**config.mk**
```make
export PLATFORM = sky130hd
export DESIGN_NAME = instruction_fetch
export DESIGN_NICKNAME = d
export VERILOG_FILES = /design/src/rtl/instruction_fetch.sv
export SDC_FILE = /design/constraint.sdc
export NUM_CORES = 1
export LEC_CHECK = 0
export ABC_AREA = 1
export BUFFER_PORTS_ARGS = -buffer_cell sky130_fd_sc_hd__buf_2
export CORE_UTILIZATION = 50
export DETAILED_ROUTE_END_ITERATION = 8
export PLACE_DENSITY = 0.76
export SETUP_SLACK_MARGIN = 0.5
export SYNTH_ARGS = -nofsm -noshare
export SYNTH_HDL_FRONTEND = slang
export SYNTH_SLANG_ARGS = --single-unit
```
**constraint.sdc**
```tcl
create_clock -name clk -period 3.6 [get_ports clk]
set_input_delay 0.18 -clock clk [delete_from_list [all_inputs] [get_ports clk]]
set_output_delay 0.18 -clock clk [all_outputs]
set_load 0.1 [all_outputs]
```
**src/rtl/instruction_fetch.sv**
```systemverilog
// Fetch stage: requests the byte at pc, holds it for decode and pulses
// pc_inc once per fetched instruction. Supports flush and HALT.
module instruction_fetch #(
   parameter int ADDR_W = 8,
   parameter int DATA_W = 8,
   parameter logic [DATA_W-1:0] HALT_OPCODE = 8'hFF
) (
   input  logic              clk,
   input  logic              reset,
   input  logic [ADDR_W-1:0] pc,
   output logic              pc_inc,
   output logic              mem_req,
   output logic [ADDR_W-1:0] mem_addr,
   input  logic              mem_ready,
   input  logic [DATA_W-1:0] mem_rdata,
   output logic              instr_valid,
   input  logic              instr_ready,
   output logic [DATA_W-1:0] instr,
   output logic [ADDR_W-1:0] instr_pc,
   input  logic              flush,
   output logic              halted,
   output logic [7:0]        fetch_count
);

   typedef enum logic [1:0] {
      S_IDLE,
      S_REQ,
      S_HOLD,
      S_HALT
   } state_t;

   state_t            state_q;
   logic              pc_inc_q;
   logic              req_q;
   logic [ADDR_W-1:0] addr_q;
   logic              valid_q;
   logic [DATA_W-1:0] instr_q;
   logic [ADDR_W-1:0] instr_pc_q;
   logic              halted_q;
   logic [7:0]        cnt_q;

   logic              hs;
   logic [ADDR_W-1:0] next_pc;

   assign hs = valid_q & instr_ready;

   // pc has not yet advanced if decode accepts during the pc_inc cycle
   assign next_pc = pc + {{(ADDR_W-1){1'b0}}, pc_inc_q};

   always_ff @(posedge clk) begin
      if (reset) begin
         state_q    <= S_IDLE;
         pc_inc_q   <= 1'b0;
         req_q      <= 1'b0;
         addr_q     <= '0;
         valid_q    <= 1'b0;
         instr_q    <= '0;
         instr_pc_q <= '0;
         halted_q   <= 1'b0;
         cnt_q      <= '0;
      end else begin
         if (hs) begin
            cnt_q <= cnt_q + 8'd1;
         end
         pc_inc_q <= 1'b0;
         if (flush) begin
            state_q  <= S_IDLE;
            req_q    <= 1'b0;
            valid_q  <= 1'b0;
            halted_q <= 1'b0;
         end else begin
            unique case (state_q)
               S_IDLE: begin
                  state_q <= S_REQ;
                  req_q   <= 1'b1;
                  addr_q  <= pc;
               end
               S_REQ: begin
                  if (mem_ready) begin
                     state_q    <= S_HOLD;
                     req_q      <= 1'b0;
                     instr_q    <= mem_rdata;
                     instr_pc_q <= addr_q;
                     valid_q    <= 1'b1;
                     pc_inc_q   <= 1'b1;
                  end
               end
               S_HOLD: begin
                  if (instr_ready) begin
                     valid_q <= 1'b0;
                     if (instr_q == HALT_OPCODE) begin
                        state_q  <= S_HALT;
                        halted_q <= 1'b1;
                     end else begin
                        state_q <= S_REQ;
                        req_q   <= 1'b1;
                        addr_q  <= next_pc;
                     end
                  end
               end
               S_HALT: begin
                  state_q <= S_HALT;
               end
               default: begin
                  state_q <= S_IDLE;
               end
            endcase
         end
      end
   end

   assign pc_inc      = pc_inc_q & ~flush;
   assign mem_req     = req_q;
   assign mem_addr    = addr_q;
   assign instr_valid = valid_q;
   assign instr       = instr_q;
   assign instr_pc    = instr_pc_q;
   assign halted      = halted_q;
   assign fetch_count = cnt_q;

endmodule

```
==> flow_metrics.tcl, run 1 <==
set metrics [dict create \
    outcome "complete, no violations" \
    nNetsFinal 345 \
    slowest_stage "inv_1" \
    path_class "in -> reg" \
    io_pins 57 \
    hold_buffers 1 \
    cpPeakStageDelay_ps 580 \
    grt_max_degree 33 \
    start_kind "input pin" \
    p_leak_nw 1.11 \
    antenna_found_initial 0 \
    crit_buf_inv 3 \
    vias_per_cell 4.82 \
    synth_nets 287 \
    port_buffers 56 \
    vias 1764 \
    slew_headroom 0.466 \
    rows 21 \
    cp-end-kind "flip-flop" \
    setup_tns_ps 0 \
    syn_avg_cell_area_sq_um 6.90 \
    synth.distinct_cells 25 \
    clkTransAtPathRegs_ps 100 \
    power.density_nw_per_um2 397 \
    overflow 0 \
    synth-seq-cells 38 \
    post-route-period-util 0.491 \
    insertedDiodeCount 0 \
    htree_levels 2 \
    final_cells 366 \
    postCtsSetupBuffers 0 \
    hold_ws_ps 57.1 \
    min_period_ps 1770 \
    fin_area_sq_um 2170 \
    tightestPinTransition_ps 800 \
    ir_drop_uv 197 \
    gp_congestion 0.791 \
    die_x_um 62.3 \
    critPathMaxFanout 32 \
    pre_cts_ws_ps 2010 \
    final_hold_viol_count 0 \
    drtPass1Iterations 4 \
    grt_pass1_wl_um 6210 \
    drt-initial-drc-count 118 \
    antenna_left 0 \
    clock_path_buffers 2 \
    finalSetupViolations 0 \
    crit_chain "dlygate4sd3_1, buf_2, inv_1, nand2_1, a221oi_1" \
    hp-class "in -> reg" \
    layout-drive-gt1-share 0.228 \
    grt.total_usage 0.204 \
    grt_pass1_vias 1441 \
    route.detailed.drc 0 \
    fmax_mhz 566 \
    crit_family "buffers and inverters" \
    die_h_um 62.3 \
    yosysWarnings 0 \
    rsz0062_at_grt "false" \
    synth_cells 263 \
    cts_resized 0 \
    dp_hpwl_um 2810 \
    wl_per_cell_um 10.5 \
    placed_cells 359 \
    place_area_sq_um 2100 \
    arrival_ps 2010 \
    syn_area_sq_um 1820 \
    drv_cap 0 \
    tritoncts "built" \
    slew_viol_final 0 \
    root_buffer "clkbuf_4" \
    numCtsBuffers 5 \
    layout_setup_ws_ps 1830 \
    clock-sinks 38 \
    routed_wl_um 3830 \
    core_region_area_sq_um 3420 \
    ys_seq_area_frac 0.419 \
    syn2layout_area_growth_pct 19.3 \
    clock_latency_ps 340 \
    dieArea_sq_um 3880 \
    cp_data_required_time_ps 3840 \
    fin_worst_skew_ps 11.9 \
    initial_core_util 0.532 \
]
## where the power goes
part	switching, W	internal (W)	total, W
registers	0.0000109	0.000436	0.000447
clock network	0.000128	0.0000880	0.000216
logic	0.000159	0.0000389	0.000198
total	0.000297	0.000563	0.000861
## worst paths after layout
path | start | end | slack [ps] | cells after the start
setup / recovery | reset | instr_valid$_SDFFE_PP0P_ | 1830 | 5
hold / removal | mem_rdata[2] | instr[2]$_SDFFE_PP0P_ | 60 | 3
setup reg to reg | state_q[0]$_SDFFE_PP0P_ | instr[1]$_SDFFE_PP0P_ | 1990 | 5
hold reg to reg | halted$_SDFFE_PP0P_ | halted$_SDFFE_PP0P_ | 460 | 2
## cells in the mapped netlist
library cell,count,area share
buf_1,1,0.0021
dfxtp_1,38,0.42
nand3b_4,1,0.011
nand3_1,12,0.033
inv_1,37,0.076
inv_2,1,0.0021
or2_0,1,0.0034
clkbuf_4,1,0.0041
clkbuf_1,1,0.0021
nand4_1,2,0.0069
buf_6,3,0.019
nand2_2,4,0.014
o21bai_1,1,0.0041
nand3_4,1,0.0097
o21ai_0,19,0.052
xnor2_1,2,0.0097
a21oi_1,21,0.058
a221oi_1,1,0.0048
nand3_2,1,0.0055
ha_1,3,0.021
nor2_4,2,0.012
inv_4,1,0.0034
nor3_1,2,0.0055
nand2_1,65,0.13
nor2_1,42,0.087
## per-layer routing
metal | part of all wire | GRT usage
met5 | 0 | 0
met4 | 0.018 | 0.0959
met3 | 0.049 | 0.0423
met2 | 0.43 | 0.320
met1 | 0.51 | 0.266
## state kept, by name (all words and copies together) (netlist names), 2 cells and up
signal	flops
fetch_count	8
instr	8
instr_pc	8
mem_addr	8
state_q	2
## worst register-to-register path: stages (launching register included)
cell     delay [ps]
dfxtp_1         510
nand3_2         190
nor2_4          400
inv_2           160
o21ai_0         190
a21oi_1          50
## layout make-up
type	count	area, sq um
clock buffers	6	51.3
fillers	328	1250
inverters	39	149
multi-input cells	180	857
flip-flops and latches	38	761
well taps	46	57.6
repair buffers	57	290
## metrics by stage
step	util	power (W)
final	0.634	0.000861
after global routing	0.634	0.000899
after CTS	0.634	0.000865
after detailed placement	0.616	0.000653
after global placement	0.616	0.000653
after floorplan	-	0.000617
## cells by family after synthesis
kind of cell	share of synthesized area
AOI/OAI and AO/OA	0.119
and+or+nand+nor	0.323
adders and majority gates	0.0207
xor gates and xnor gates	0.00965
buffers and inverters	0.109
DFF	0.419
## layout by cell type, fill, tap and decap left out, types with 2 or more instances in the layout
cell,count
nor3_1,2
nor2_4,2
dfxtp_1,38
nor2_1,42
xnor2_1,2
a21oi_1,21
nand2_1,65
nand3_1,12
buf_2,56
nand4_1,2
inv_1,37
o21ai_0,19
nand2_2,4
clkbuf_4,5
ha_1,3
No activity file was read; power rests on OpenSTA's default activity.
==> inputs of run 2 (changes only) <==
--- a/config.mk
+++ b/config.mk
@@ -7,9 +7,9 @@
 export LEC_CHECK = 0
 export ABC_AREA = 1
 export BUFFER_PORTS_ARGS = -buffer_cell sky130_fd_sc_hd__buf_2
-export CORE_UTILIZATION = 50
+export CORE_UTILIZATION = 45
 export DETAILED_ROUTE_END_ITERATION = 8
-export PLACE_DENSITY = 0.76
+export PLACE_DENSITY = 0.73
 export SETUP_SLACK_MARGIN = 0.5
 export SYNTH_ARGS = -nofsm -noshare
 export SYNTH_HDL_FRONTEND = slang
==> constraint.sdc (replaced) <==
create_clock -name clk -period 1.6 [get_ports clk]
set_input_delay 0.08 -clock clk [delete_from_list [all_inputs] [get_ports clk]]
set_output_delay 0.08 -clock clk [all_outputs]
set_load 0.1 [all_outputs]
==> flow_metrics.tcl, run 2 (synthesis results as in run 1) <==
set metrics [dict create \
    r2r-start "pc_inc_q$_SDFF_PP0_" \
    cpPeakStageDelay_ps 350 \
    io_pins 57 \
    core_region_area_sq_um 3770 \
    dp_hpwl_um 3240 \
    power_frac_clock 0.293 \
    start_kind "flip-flop" \
    numCtsBuffers 5 \
    crit_top_cell "ha_4" \
    clock_latency_ps 290 \
    placed_cells 365 \
    use_met1 0.290 \
    slew_viol_final 0 \
    layout-drive-gt1-share 0.536 \
    grt.total_usage 0.246 \
    finalSetupViolations 0 \
    initial_core_util 0.481 \
    hp-start "mem_rdata[2]" \
    arrival_ps 1440 \
    met2_usage 0.412 \
    p_int_w 0.00141 \
    reg2reg_slack_ps 350 \
    routed_wl_um 5300 \
    path_class "reg -> reg" \
    insertedDiodeCount 0 \
    ir_drop_uv 712 \
    min_period_ps 1250 \
    root_buffer "clkbuf_8" \
    dieArea_sq_um 4290 \
    die_h_um 65.5 \
    final_hold_viol_count 0 \
    grt_pass1_wl_um 7930 \
    cp-end-kind "flip-flop" \
    drv_cap 0 \
    port_buffers 56 \
    critPathMaxFanout 3 \
    final_cells 395 \
    route.detailed.drc 0 \
    place_area_sq_um 2300 \
    drt-initial-drc-count 97 \
    nFillCells 253 \
    clock-sinks 38 \
    comb_power_share 0.251 \
    final_common_cell "nand2_1" \
    post-route-period-util 0.781 \
    rows 22 \
    gp_congestion 0.774 \
    grt_max_degree 16 \
    antenna_found_initial 0 \
    setup_tns_ps 0 \
    htree_levels 2 \
    vias 1988 \
    cp_data_required_time_ps 1790 \
    crit_chain "ha_4, ha_4, inv_2, nor3_4, nand3_1, a21oi_1, nor2_1" \
    power.density_nw_per_um2 744 \
    crit_buf_inv 1 \
    antenna_left 0 \
    overflow 0 \
    crit_family "flip-flops" \
    nNetsFinal 370 \
    slowest_stage "dfxtp_2" \
    worst_hold_path.endpoint "instr[2]$_SDFFE_PP0P_" \
    drtPass1Iterations 4 \
    switching_share 0.355 \
    hp-class "in -> reg" \
    seqPwrFrac 0.456 \
    p_leak_nw 1.36 \
    worstRegToRegCells 7 \
    p_total_w 0.00218 \
    die_x_um 65.5 \
    use_met3 0.0747 \
    clkTransAtPathRegs_ps 70 \
    outcome "complete, no violations" \
    tritoncts "built" \
    fin_worst_skew_ps 3.14 \
    hold_depth 3 \
    grt_pass1_vias 1828 \
    wl_per_cell_um 13.4 \
    syn2layout_area_growth_pct 61.6 \
    tightestPinTransition_ps 285 \
    fin_area_sq_um 2930 \
    p_sw_w 0.000774 \
    clock_path_buffers 2 \
    vias_per_cell 5.03 \
    slew_headroom 0.812 \
    r2r-end "mem_addr[6]$_SDFFE_PP0P_" \
    most-common-layout-cells "nand2_1, buf_4, inv_1, nor2_1" \
    fmax_mhz 800 \
    rsz0062_at_grt "true" \
    grt.busiest_layer "met2" \
]
-- run 2: layer usage --
metal  share of wire  up-vias
li1                -      996
met1            0.42      916
met2            0.50       66
met3           0.056       10
met4           0.022        0
met5               0        -
-- run 2: cell type report --
type	count	area, sq um	share of cell area
clock buffers	6	72.6	0.0247
clock inverters	2	8.76	0.00299
inverters	39	166	0.0567
multi-input cells	182	1170	0.397
flip-flops and latches	38	853	0.291
well taps	48	60.1	0.0205
repair buffers	79	599	0.204
repair inverters	1	7.51	0.00256
-- run 2: power by group through the flow --
stage / sequential [W] / clock, W / combinational (W)
final: 0.000996 / 0.000639 / 0.000548
after global routing: 0.00100 / 0.000692 / 0.000576
after CTS: 0.000994 / 0.000659 / 0.000512
after detailed placement: 0.00101 / 0 / 0.000457
after global placement: 0.00101 / 0 / 0.000454
after floorplan: 0.00125 / 0 / 0.000128
-- run 2: metrics by stage --
| step | hold WS, ps | setup WS, ps | util |
|---|---|---|---|
| after global routing | 25.7 | 278 | 0.778 |
| after global placement | 277 | 255 | 0.611 |
| final | 10.6 | 350 | 0.778 |
| after detailed placement | 284 | 185 | 0.611 |
| after floorplan | 142 | 268 | - |
| after CTS | 0.875 | 330 | 0.721 |
-- run 2: worst max path at each step --
stage / from / endpoint / slack [ps] / cells past startpoint
final: pc_inc_q$_SDFF_PP0_ / mem_addr[6]$_SDFFE_PP0P_ / 350 / 7
after global routing: pc_inc_q$_SDFF_PP0_ / mem_addr[4]$_SDFFE_PP0P_ / 280 / 9
after CTS: pc_inc_q$_SDFF_PP0_ / mem_addr[4]$_SDFFE_PP0P_ / 330 / 9
after detailed placement: state_q[1]$_SDFFE_PP0P_ / mem_addr[3]$_SDFFE_PP0P_ / 190 / 5
after global placement: state_q[1]$_SDFFE_PP0P_ / mem_addr[3]$_SDFFE_PP0P_ / 250 / 5
after floorplan: instr[0]$_SDFFE_PP0P_ / mem_addr[2]$_SDFFE_PP0P_ / 270 / 8
-- run 2: worst min-delay path, stage by stage --
cell and delay, ps:
buf_2 80, nor2_2 30, nor2_1 70
-- run 2: what timing repair did --
action / 4_1_cts / 5_1_grt
hold buffers: 2 / 0
pin swaps: 21 / 29
setup endpoints to repair: 64 / 31
gates cloned: 3 / 1
hold endpoints to repair: 3 / 0
resized for setup: 85 / 37
setup buffers: 7 / 9
==> inputs of run 3 (changes only) <==
--- a/config.mk
+++ b/config.mk
@@ -5,11 +5,11 @@
 export SDC_FILE = /design/constraint.sdc
 export NUM_CORES = 1
 export LEC_CHECK = 0
-export ABC_AREA = 1
+export ABC_AREA = 0
 export BUFFER_PORTS_ARGS = -buffer_cell sky130_fd_sc_hd__buf_2
-export CORE_UTILIZATION = 45
+export CORE_UTILIZATION = 48
 export DETAILED_ROUTE_END_ITERATION = 8
-export PLACE_DENSITY = 0.73
+export PLACE_DENSITY = 0.75
 export SETUP_SLACK_MARGIN = 0.5
 export SYNTH_ARGS = -nofsm -noshare
 export SYNTH_HDL_FRONTEND = slang
==> constraint.sdc (replaced) <==
create_clock -name clk -period 1.25 [get_ports clk]
set_input_delay 0.0625 -clock clk [delete_from_list [all_inputs] [get_ports clk]]
set_output_delay 0.0625 -clock clk [all_outputs]
set_load 0.1 [all_outputs]
==> flow_metrics.tcl, run 3 <==
set metrics [dict create \
    synth.most_common_cell "nand2_1" \
    syn_avg_cell_area_sq_um 8.41 \
    pre_cts_ws_ps -194 \
    synth_edf_count 0 \
    synth_nets 215 \
    outcome "aborted with a tool error" \
    post-synth-top-area-cell "dfxtp_1" \
    error "[ERROR DPL-0033] detailed placement checks failed during check placement." \
    synth_cells 191 \
    synthArstFlopShare 0 \
    initial_core_util 0.518 \
    port_buffers 56 \
    synth_top_area_frac 0.474 \
    ys_seq_area_frac 0.474 \
    postCtsSetupBuffers 15 \
    io_pins 57 \
    dp_hpwl_um 2880 \
    die_h_um 59.9 \
    synth-seq-cells 38 \
    gp_congestion 0.780 \
    htree_levels 2 \
    die_x_um 59.9 \
    clock_path_buffers 2 \
    synth_top_flop_cell "dfxtp_1" \
    syn_area_sq_um 1610 \
    place_area_sq_um 2200 \
    synth.distinct_cells 29 \
    numCtsBuffers 5 \
    hold_buffers 9 \
    clock-sinks 38 \
    rows 20 \
    synthTopCellsByArea "dfxtp_1, nand2_1, a21oi_1" \
    cts_resized 170 \
    yosysWarnings 0 \
    root_buffer "clkbuf_4" \
    ys_top_cells_by_count "nand2_1, dfxtp_1, a21oi_1" \
    stop_stage "clock tree synthesis" \
]
==> run 3: changes by cell type after synthesis, moves of 8 or more <==
cell      before  now
xor2_1         0    9
nor2_1        42   14
nand2_1       65   42
a21oi_1       21   30
o21ai_0       19    3
a311oi_1       0    8
inv_1         37    0
==> run 3: cells by family after synthesis <==
| logic type | count (synthesis) | synth area share |
|---|---|---|
| AO/OA/AOI/OAI | 42 | 0.153 |
| XOR/XNOR | 12 | 0.0654 |
| adder cells (fa/ha/maj) | 3 | 0.0234 |
| buffers and inverters | 10 | 0.0304 |
| flip-flops | 38 | 0.474 |
| multiplexers | 2 | 0.0125 |
| AND/OR/NAND/NOR | 84 | 0.242 |
==> run 3: stage by stage <==
step / utilization / hold slack, ps / instances
after floorplan: - / 127 / 191
after global placement: 0.708 / 302 / 303
after detailed placement: 0.708 / 300 / 303
==> inputs of run 4 (changes only) <==
--- a/config.mk
+++ b/config.mk
@@ -7,10 +7,9 @@
 export LEC_CHECK = 0
 export ABC_AREA = 0
 export BUFFER_PORTS_ARGS = -buffer_cell sky130_fd_sc_hd__buf_2
-export CORE_UTILIZATION = 48
+export CORE_UTILIZATION = 35
 export DETAILED_ROUTE_END_ITERATION = 8
-export PLACE_DENSITY = 0.75
-export SETUP_SLACK_MARGIN = 0.5
+export PLACE_DENSITY_LB_ADDON = 0.15
 export SYNTH_ARGS = -nofsm -noshare
 export SYNTH_HDL_FRONTEND = slang
 export SYNTH_SLANG_ARGS = --single-unit
==> flow_metrics.tcl, run 4 <==
set metrics [dict create \
    clkTransAtPathRegs_ps 70 \
    cpPeakStageDelay_ps 540 \
    critPathMaxFanout 8 \
    synth.distinct_cells 29 \
    synth_nets 215 \
    start_kind "flip-flop" \
    rsz0062_at_grt "true" \
    wl_met3_um 188 \
    power.density_nw_per_um2 1080 \
    port_buffers 56 \
    synth-seq-cells 38 \
    final_hold_viol_count 0 \
    nNetsFinal 290 \
    syn2layout_area_growth_pct 44.9 \
    layout-drive-gt1-share 0.449 \
    synthTopCellsByArea "dfxtp_1, nand2_1, a21oi_1" \
    min_period_ps 1440 \
    cp_data_required_time_ps 1410 \
    nFillCells 422 \
    grt_pass1_wl_um 6620 \
    crit_family "simple AND/OR/NAND/NOR gates" \
    io_pins 57 \
    grt.total_usage 0.167 \
    cp-end-kind "flip-flop" \
    vias 1582 \
    ys_top_cells_by_count "nand2_1, dfxtp_1, a21oi_1" \
    rows 24 \
    post-synth-top-area-cell "dfxtp_1" \
    hp-class "in -> reg" \
    gp_congestion 0.792 \
    routed_wl_um 4030 \
    slew_viol_final 0 \
    path_class "reg -> reg" \
    root_buffer "clkbuf_8" \
    power_frac_clock 0.316 \
    comb_power_share 0.187 \
    ir_drop_uv 394 \
    pre_cts_ws_ps -179 \
    drtPass1Iterations 4 \
    insertedDiodeCount 0 \
    utilization 0.531 \
    dieArea_sq_um 4870 \
    crit_chain "nand2_2, or4_4, buf_4, a21oi_1, a311oi_1" \
    htree_levels 2 \
    antenna_left 0 \
    drt-initial-drc-count 61 \
    layout_setup_ws_ps -186 \
    drv_cap 0 \
    grt_max_degree 33 \
    most-common-layout-cells "buf_2, nand2_1, a21oi_1" \
    post-route-period-util 1.15 \
    p_total_w 0.00252 \
    syn_area_sq_um 1610 \
    fmax_mhz 696 \
    clock-sinks 38 \
    final_common_cell "buf_2" \
    synth_top_flop_cell "dfxtp_1" \
    vias_per_cell 4.96 \
    wl_met2_um 1730 \
    switching_share 0.318 \
    synth.most_common_cell "nand2_1" \
    tritoncts "built" \
    outcome "finished, violations left" \
    slew_headroom 0.672 \
    initial_core_util 0.366 \
    die_h_um 69.8 \
    synth_edf_count 0 \
    synth_top_area_frac 0.474 \
    clock_latency_ps 280 \
    crit_buf_inv 1 \
    arrival_ps 1590 \
    die_x_um 69.8 \
    failed_checks "negative setup slack" \
    fin_worst_skew_ps 6.53 \
    ys_seq_area_frac 0.474 \
    antenna_found_initial 0 \
    finalSetupViolations 25 \
    numCtsBuffers 5 \
    clock_path_buffers 2 \
    synth_cells 191 \
    wl_met1_um 2080 \
    p_leak_nw 0.964 \
    highest_layer "met4" \
    yosysWarnings 0 \
    synthArstFlopShare 0 \
    slowest_stage "or4_4" \
    seqPwrFrac 0.497 \
    wl_per_cell_um 12.6 \
    route.detailed.drc 0 \
    p_sw_w 0.000801 \
    overflow 0 \
    syn_avg_cell_area_sq_um 8.41 \
    grt_pass1_vias 1415 \
    postCtsSetupBuffers 0 \
    p_int_w 0.00172 \
    dp_hpwl_um 2840 \
    tightestPinTransition_ps 495 \
    core_region_area_sq_um 4380 \
]
## run 4: cell counts after synthesis
Identical to the previous run, type by type.
## run 4: logic make-up (layout without fill, tap and decap cells)
group                    count (synthesis)  count (layout)  share of synthesized area
AND/OR/NAND/NOR                         84              84                      0.242
flip-flops                              38              38                      0.474
XOR/XNOR                                12              12                     0.0654
multiplexers                             2               2                     0.0125
adder cells (fa/ha/maj)                  3               3                     0.0234
buffers and inverters                   10              86                     0.0304
AO/OA/AOI/OAI                           42              42                      0.153
## run 4: per-stage QoR
step	area [sq um]	TNS (ps)	cells	hold WS (ps)
floorplan	1700	-4510	191	135
global placement	2130	-2140	308	297
CTS	2260	-1910	317	1.74
global route	2330	-4390	319	17.1
finish	2330	-2870	319	9.05
detailed placement	2130	-2210	308	304
## run 4: timing repair
item                                    4_1_cts  5_1_grt
hold buffers                                  2        0
pin swaps                                     4        2
gates resized for setup                       6       19
hold endpoints to repair                      2        0
cloned                                        0        2
endpoints found under the setup margin       26       28
## run 4: path summary, 6_finish.rpt
path                            start                  endpoint  slack (ps)  cells after the start
min reg2reg  instr_pc[7]$_SDFFE_PP0P_  instr_pc[7]$_SDFFE_PP0P_         450                      2
max             instr[6]$_SDFFE_PP0P_  mem_addr[2]$_SDFFE_PP0P_        -190                      5
max reg2reg     instr[6]$_SDFFE_PP0P_  mem_addr[2]$_SDFFE_PP0P_        -190                      5
min                      mem_rdata[3]     instr[3]$_SDFFE_PP0P_           9                      3
## run 4: worst reg2reg max path: cells and delay by family, from the launching register on
kind            cells  cell delay [ps]
buf+inv             1              180
simple gates        2              600
compound gates      2              180
flops               1              350
## run 4: power by group through the flow
stage / combinational (W) / sequential (W) / clock [W]
2_1_floorplan: 0.000104 / 0.00151 / 0
3_3_place_gp: 0.000453 / 0.00128 / 0
3_5_place_dp: 0.000455 / 0.00128 / 0
4_1_cts: 0.000461 / 0.00125 / 0.000830
5_1_grt: 0.000500 / 0.00126 / 0.000872
6_report: 0.000472 / 0.00125 / 0.000795
## run 4: area by class of cell
class                   count  area (sq um)  share of cell area
well taps                  52          65.1              0.0280
clock inverters             3          16.3             0.00699
clock buffers               5          68.8              0.0296
multi-input cells         143           865               0.372
repair buffers             78           490               0.211
flip-flops and latches     38           822               0.353
## run 4: per-layer routing
metal,GRT usage,vias up
met4,0.0467,0
met5,0,-
li1,-,812
met2,0.245,43
met3,0.0436,4
met1,0.241,723
